<file path="src/rtl/sc_pkg.sv">
// Shared definitions for the stochastic-computing datapath: mode encoding
// and the legal range of input channel counts.
package sc_pkg;

  typedef enum logic {
    MODE_SCALED = 1'b0,
    MODE_SAT    = 1'b1
  } sc_mode_e;

  localparam int NCH_MIN = 2;
  localparam int NCH_MAX = 64;

  function automatic bit nch_legal(input int n);
    return (n >= NCH_MIN) && (n <= NCH_MAX);
  endfunction

endpackage

</file>
<file path="src/rtl/usadd_nch_if.sv">
// Stream-side signals of the N-channel stochastic adder; the producer
// drives the inputs and consumes oC/oValid.
interface usadd_nch_if #(
  parameter int NCH = 4
);
  logic           iEn;
  logic           iClr;
  logic           iMode;
  logic [NCH-1:0] iBits;
  logic           oC;
  logic           oValid;

  modport master (
    output iEn, iClr, iMode, iBits,
    input  oC, oValid
  );

  modport slave (
    input  iEn, iClr, iMode, iBits,
    output oC, oValid
  );
endinterface

</file>
<file path="src/rtl/sc_popcnt.sv">
// Combinational popcount built as a balanced adder tree by splitting the
// input in halves until single bits remain.
module sc_popcnt #(
  parameter  int N = 4,
  localparam int W = $clog2(N + 1)
) (
  input  logic [N-1:0] bits,
  output logic [W-1:0] count
);

  if (N == 1) begin : g_leaf
    assign count = bits;
  end else begin : g_split
    localparam int NL = N / 2;
    localparam int NR = N - NL;
    localparam int WL = $clog2(NL + 1);
    localparam int WR = $clog2(NR + 1);

    logic [WL-1:0] count_l;
    logic [WR-1:0] count_r;

    sc_popcnt #(.N(NL)) u_lo (
      .bits  (bits[NL-1:0]),
      .count (count_l)
    );

    sc_popcnt #(.N(NR)) u_hi (
      .bits  (bits[N-1:NL]),
      .count (count_r)
    );

    assign count = W'(count_l) + W'(count_r);
  end

endmodule

</file>
<file path="src/rtl/usadd_nch.sv">
// N-channel unipolar stochastic adder: counts the ones across NCH streams
// and emits one bit per cycle, with a residue accumulator conserving ones.
module usadd_nch
  import sc_pkg::*;
#(
  parameter  int NCH  = 4,
  localparam int CNTW = $clog2(NCH + 1),
  localparam int ACCW = $clog2(2 * NCH)
) (
  input  logic        iClk,
  input  logic        iRst,
  usadd_nch_if.slave  bus
);

  if (!nch_legal(NCH)) begin : g_bad_nch
    $error("usadd_nch: NCH=%0d outside legal range %0d..%0d", NCH, NCH_MIN, NCH_MAX);
  end

  localparam logic [ACCW-1:0] NCH_A  = ACCW'(NCH);
  localparam logic [ACCW-1:0] NCH_M1 = ACCW'(NCH - 1);

  logic [CNTW-1:0] pop_cnt;

  logic [CNTW-1:0] cnt_q,   cnt_d;
  sc_mode_e        mode_q,  mode_d;
  logic            v_q,     v_d;
  logic [ACCW-1:0] acc_q,   acc_d;
  logic            c_q,     c_d;
  logic            valid_q, valid_d;

  logic [ACCW-1:0] sum;
  logic [ACCW-1:0] sum_m1;

  sc_popcnt #(.N(NCH)) u_popcnt (
    .bits  (bus.iBits),
    .count (pop_cnt)
  );

  // Stage 1: register the popcount; clear wins over enable.
  always_comb begin
    cnt_d  = '0;
    v_d    = 1'b0;
    mode_d = sc_mode_e'(bus.iMode);
    if (bus.iClr) begin
      mode_d = mode_q;
    end else if (bus.iEn) begin
      cnt_d = pop_cnt;
      v_d   = 1'b1;
    end
  end

  // acc never exceeds NCH-1, so sum fits in ACCW bits without overflow.
  assign sum    = acc_q + ACCW'(cnt_q);
  assign sum_m1 = sum - ACCW'(1);

  always_comb begin
    acc_d   = acc_q;
    c_d     = 1'b0;
    valid_d = 1'b0;
    if (bus.iClr) begin
      acc_d = '0;
    end else if (v_q) begin
      valid_d = 1'b1;
      if (mode_q == MODE_SCALED) begin
        if (sum >= NCH_A) begin
          c_d   = 1'b1;
          acc_d = sum - NCH_A;
        end else begin
          acc_d = sum;
        end
      end else if (sum != '0) begin
        // Excess above NCH-1 is deliberately dropped (saturation).
        c_d   = 1'b1;
        acc_d = (sum_m1 > NCH_M1) ? NCH_M1 : sum_m1;
      end
    end
  end

  always_ff @(posedge iClk or posedge iRst) begin
    if (iRst) begin
      cnt_q   <= '0;
      mode_q  <= MODE_SCALED;
      v_q     <= 1'b0;
      acc_q   <= '0;
      c_q     <= 1'b0;
      valid_q <= 1'b0;
    end else begin
      cnt_q   <= cnt_d;
      mode_q  <= mode_d;
      v_q     <= v_d;
      acc_q   <= acc_d;
      c_q     <= c_d;
      valid_q <= valid_d;
    end
  end

  assign bus.oC     = c_q;
  assign bus.oValid = valid_q;

endmodule

</file>
<file path="src/flat_wrapper.sv">
// flat-port wrapper written by rule: the top's interface ports become plain ports
module usadd_nch_flat import sc_pkg::*;
#(
  parameter  int NCH  = 4,
  localparam int CNTW = $clog2(NCH + 1),
  localparam int ACCW = $clog2(2 * NCH)
)
  (iClk, iRst, bus_iEn, bus_iClr, bus_iMode, bus_iBits, bus_oC, bus_oValid);
  usadd_nch_if #(.NCH(NCH)) bus_i ();
  input  logic iClk;
  input  logic iRst;
  input wire logic [$bits(bus_i.iEn)-1:0] bus_iEn;
  input wire logic [$bits(bus_i.iClr)-1:0] bus_iClr;
  input wire logic [$bits(bus_i.iMode)-1:0] bus_iMode;
  input wire logic [$bits(bus_i.iBits)-1:0] bus_iBits;
  output wire logic [$bits(bus_i.oC)-1:0] bus_oC;
  output wire logic [$bits(bus_i.oValid)-1:0] bus_oValid;
  assign bus_i.iEn = bus_iEn;
  assign bus_i.iClr = bus_iClr;
  assign bus_i.iMode = bus_iMode;
  assign bus_i.iBits = bus_iBits;
  assign bus_oC = bus_i.oC;
  assign bus_oValid = bus_i.oValid;
  usadd_nch #(.NCH(NCH)) u_core (.iClk(iClk), .iRst(iRst), .bus(bus_i));
endmodule
</file>
<file path="config.mk">
export PLATFORM = sky130hd
export DESIGN_NAME = usadd_nch_flat
export DESIGN_NICKNAME = d
export VERILOG_FILES = /design/src/rtl/sc_pkg.sv /design/src/rtl/usadd_nch_if.sv /design/src/rtl/sc_popcnt.sv /design/src/rtl/usadd_nch.sv /design/src/flat_wrapper.sv
export SDC_FILE = /design/constraint.sdc
export NUM_CORES = 1
export LEC_CHECK = 0
export BUFFER_PORTS_ARGS = -buffer_cell sky130_fd_sc_hd__buf_2
export CAP_MARGIN = 20
export CORE_AREA = 2 2 39 41
export CTS_CLUSTER_DIAMETER = 50
export CTS_CLUSTER_SIZE = 28
export DETAILED_ROUTE_END_ITERATION = 16
export DIE_AREA = 0 0 41 43
export HOLD_SLACK_MARGIN = 0.15
export PLACE_DENSITY = 0.65
export SYNTH_ARGS = -nofsm -noshare
export SYNTH_HDL_FRONTEND = slang
export SYNTH_SLANG_ARGS = --single-unit
</file>
<file path="constraint.sdc">
create_clock -name iClk -period 2.85 [get_ports iClk]
set_input_delay 0.57 -clock iClk [delete_from_list [all_inputs] [get_ports iClk]]
set_output_delay 0.57 -clock iClk [all_outputs]
set_load 0.03 [all_outputs]
</file>
==> results.yml <==
worst_setup_path:
  critical_path_class: "flip-flop to flip-flop"
  crit_path_start_kind: "flip-flop"
  reg2regPathDepth: 8
  crit_start: "u_core.acc_q[0]$_DFFE_PP0P_"
  worstPathArrival_ps: 2420
  critPathMaxFanout: 3
  r2r_start: "u_core.acc_q[0]$_DFFE_PP0P_"
  cp.required_ps: 2980
  endpoint_kind: "flip-flop"
drt:
  drc_errors: 0
  routed_wl_um: 795
  ant_nets: 0
  vias: 348
  first_pass_iters: 2
  wl_per_cell_um: 10.7
  drt_iter0_drc: 1
  post_drt_via_cell_ratio: 4.70
clock_tree:
  cts_hold_buf: 0
  cts_setup_buffers: 0
  root_buffer: "clkbuf_4"
  cts-resized-gates: 0
  cts_buffers: 3
  worstSkewPairLatency_ps: 250
  cts_tree: "yes"
  clockBufferDepth: 2
  path_clk_slew_ps: 50
  cts.sink_count: 10
  cts_htree_levels: 1
finish:
  drive_above_1_share_pct: 31.0
  area_growth_pct: 16.2
  nets: 77
  nFillCells: 115
  seqCellArea_sq_um: 250
  mostFrequentLayoutCells: "buf_2, dfrtp_1, ha_1"
  antenna_cells: 0
  multiInputGateArea_sq_um: 303
floorplanning:
  coreArea_sq_um: 1380
  start_util_pct: 41.3
  dieArea_sq_um: 1760
  rows: 14
  die_x_um: 41
  die_height_um: 43
  ios: 11
timing:
  fmax_ghz: 0.438
  worst_slew_pin_slew_ps: 361
  rsz0062_at_grt: "false"
  finalHoldViolations: 0
  min_period_over_period_pct: 80.1
  fin_tns_setup_ps: 0
  drv_slew: 0
  hold_slack_ps: 277
  min_period_ps: 2280
  setup_violations: 0
  finClkSkew_ps: 0.877
  worst_slew_margin_rel_pct: 75.9
pwr:
  power_per_cell_area_nw_per_um2: 474
  p_leak_nw: 0.343
  p_total_mw: 0.315
  peakVddDrop_mv: 0.267
logic_synthesis:
  synth_cells: 45
  ys_warn_count: 0
  yosys-top-cells-area: "dfrtp_1, ha_1, fa_1"
  syn_nets: 62
  synth_area_leader_cell: "dfrtp_1"
  ys_seq_area_share_pct: 43.8
  yosysUniqueCellTypes: 19
  synth_seq_cells: 10
  postSynthAreaPerCell_sq_um: 12.7
  syn_area_sq_um: 572
  synth_top_area_share_pct: 43.8
global_route:
  grt_pass1_vias: 318
  track_usage_pct: 12.1
  grt_start_max_net_pins: 11
  grt_overflow: 0
  antenna_found_initial: 0
  grt_pass1_wl_um: 1280
flow_run:
  cap_violations: 0
status:
  outcome: "complete, no violations"
hold_path:
  min_path_type: "primary input to asynchronous set/reset pin"
placement:
  place.gp.congestion: 0.640
  io_buffers: 10
logic make-up (layout without fill, tap and decap cells):
group / after synthesis / after routing / share of synthesized area, %
adder cells (fa/ha/maj): 8 / 8 / 20.1
AO/OA/AOI/OAI: 3 / 3 / 5.91
multiplexers: 3 / 3 / 6.34
buffers and inverters: 5 / 18 / 3.28
flip-flops: 10 / 10 / 43.8
XOR/XNOR: 1 / 1 / 4.16
AND/OR/NAND/NOR: 15 / 15 / 16.4
stage by stage:
stage | util, % | worst slack (ps) | area, sq um | std cells
finish | 48.0 | 566 | 664 | 74
global route | 48.0 | 480 | 664 | 74
CTS | 48.0 | 564 | 664 | 74
detailed placement | 46.4 | 585 | 642 | 71
global placement | 46.4 | 587 | 642 | 71
floorplan | - | 656 | 572 | 45
layout make-up:
cell class	count	share of cell area [%]
multi-input combinational	30	45.6
timing repair buffer	10	7.53
inverter	5	2.82
sequential	10	37.7
tap	16	3.01
clock buffer	3	3.39
cells in the mapped netlist:
library cell  number
nand2b_1           2
nand2_1            1
and3b_1            1
dfrtp_1           10
nor3_1             1
and3b_2            1
nor2_1             1
ha_1               6
xnor3_2            1
o21a_1             1
inv_1              5
nor2b_1            5
a311o_1            1
o21ai_4            1
and2_1             3
mux2_4             1
mux2i_1            1
fa_1               2
mux2_2             1
path summary, 6_finish.rpt:
path / end / slack (ps)
worst max-delay path: u_core.acc_q[0]$_DFFE_PP0P_ / 570
worst min-delay path: u_core.cnt_q[2]$_DFF_PP0_ / 280
worst max register to register: u_core.acc_q[0]$_DFFE_PP0P_ / 570
worst min register to register: u_core.acc_q[1]$_DFFE_PP0P_ / 550
max in group asynchronous: u_core.bus.oValid$_DFF_PP0_ / 2310
min in group iClk: u_core.mode_q$_DFFE_PP0N_ / 550
power by group:
group	switching (mW)	total [mW]	internal [mW]	leakage (nW)
registers	0.00565	0.156	0.150	0.134
clock network	0.0376	0.0857	0.0481	0.0138
logic	0.0372	0.0731	0.0358	0.195
total	0.0805	0.315	0.234	0.343
worst max-delay path, cell delays in order (launching register included):
cell and delay (ps):
dfrtp_1 340, ha_1 140, inv_1 50, fa_1 350, xnor3_2 440, ha_1 330
and3b_1 210, nor3_1 50, mux2_4 260
sequential cells by signal, summed over array words and instances, names as in the netlist:
name               flops
u_core.bus.oC          1
u_core.cnt_q           3
u_core.acc_q           3
u_core.bus.oValid      1
u_core.v_q             1
u_core.mode_q          1
metal layers:
layer | global-route usage, % | vias up | share of wire, %
li1 | - | 176 | -
met1 | 14.3 | 157 | 46
met2 | 15.3 | 11 | 43
met3 | 3.14 | 4 | 5.2
met4 | 14.0 | 0 | 5.0
met5 | 0 | - | 0
Power figures use the tool's default switching activity.
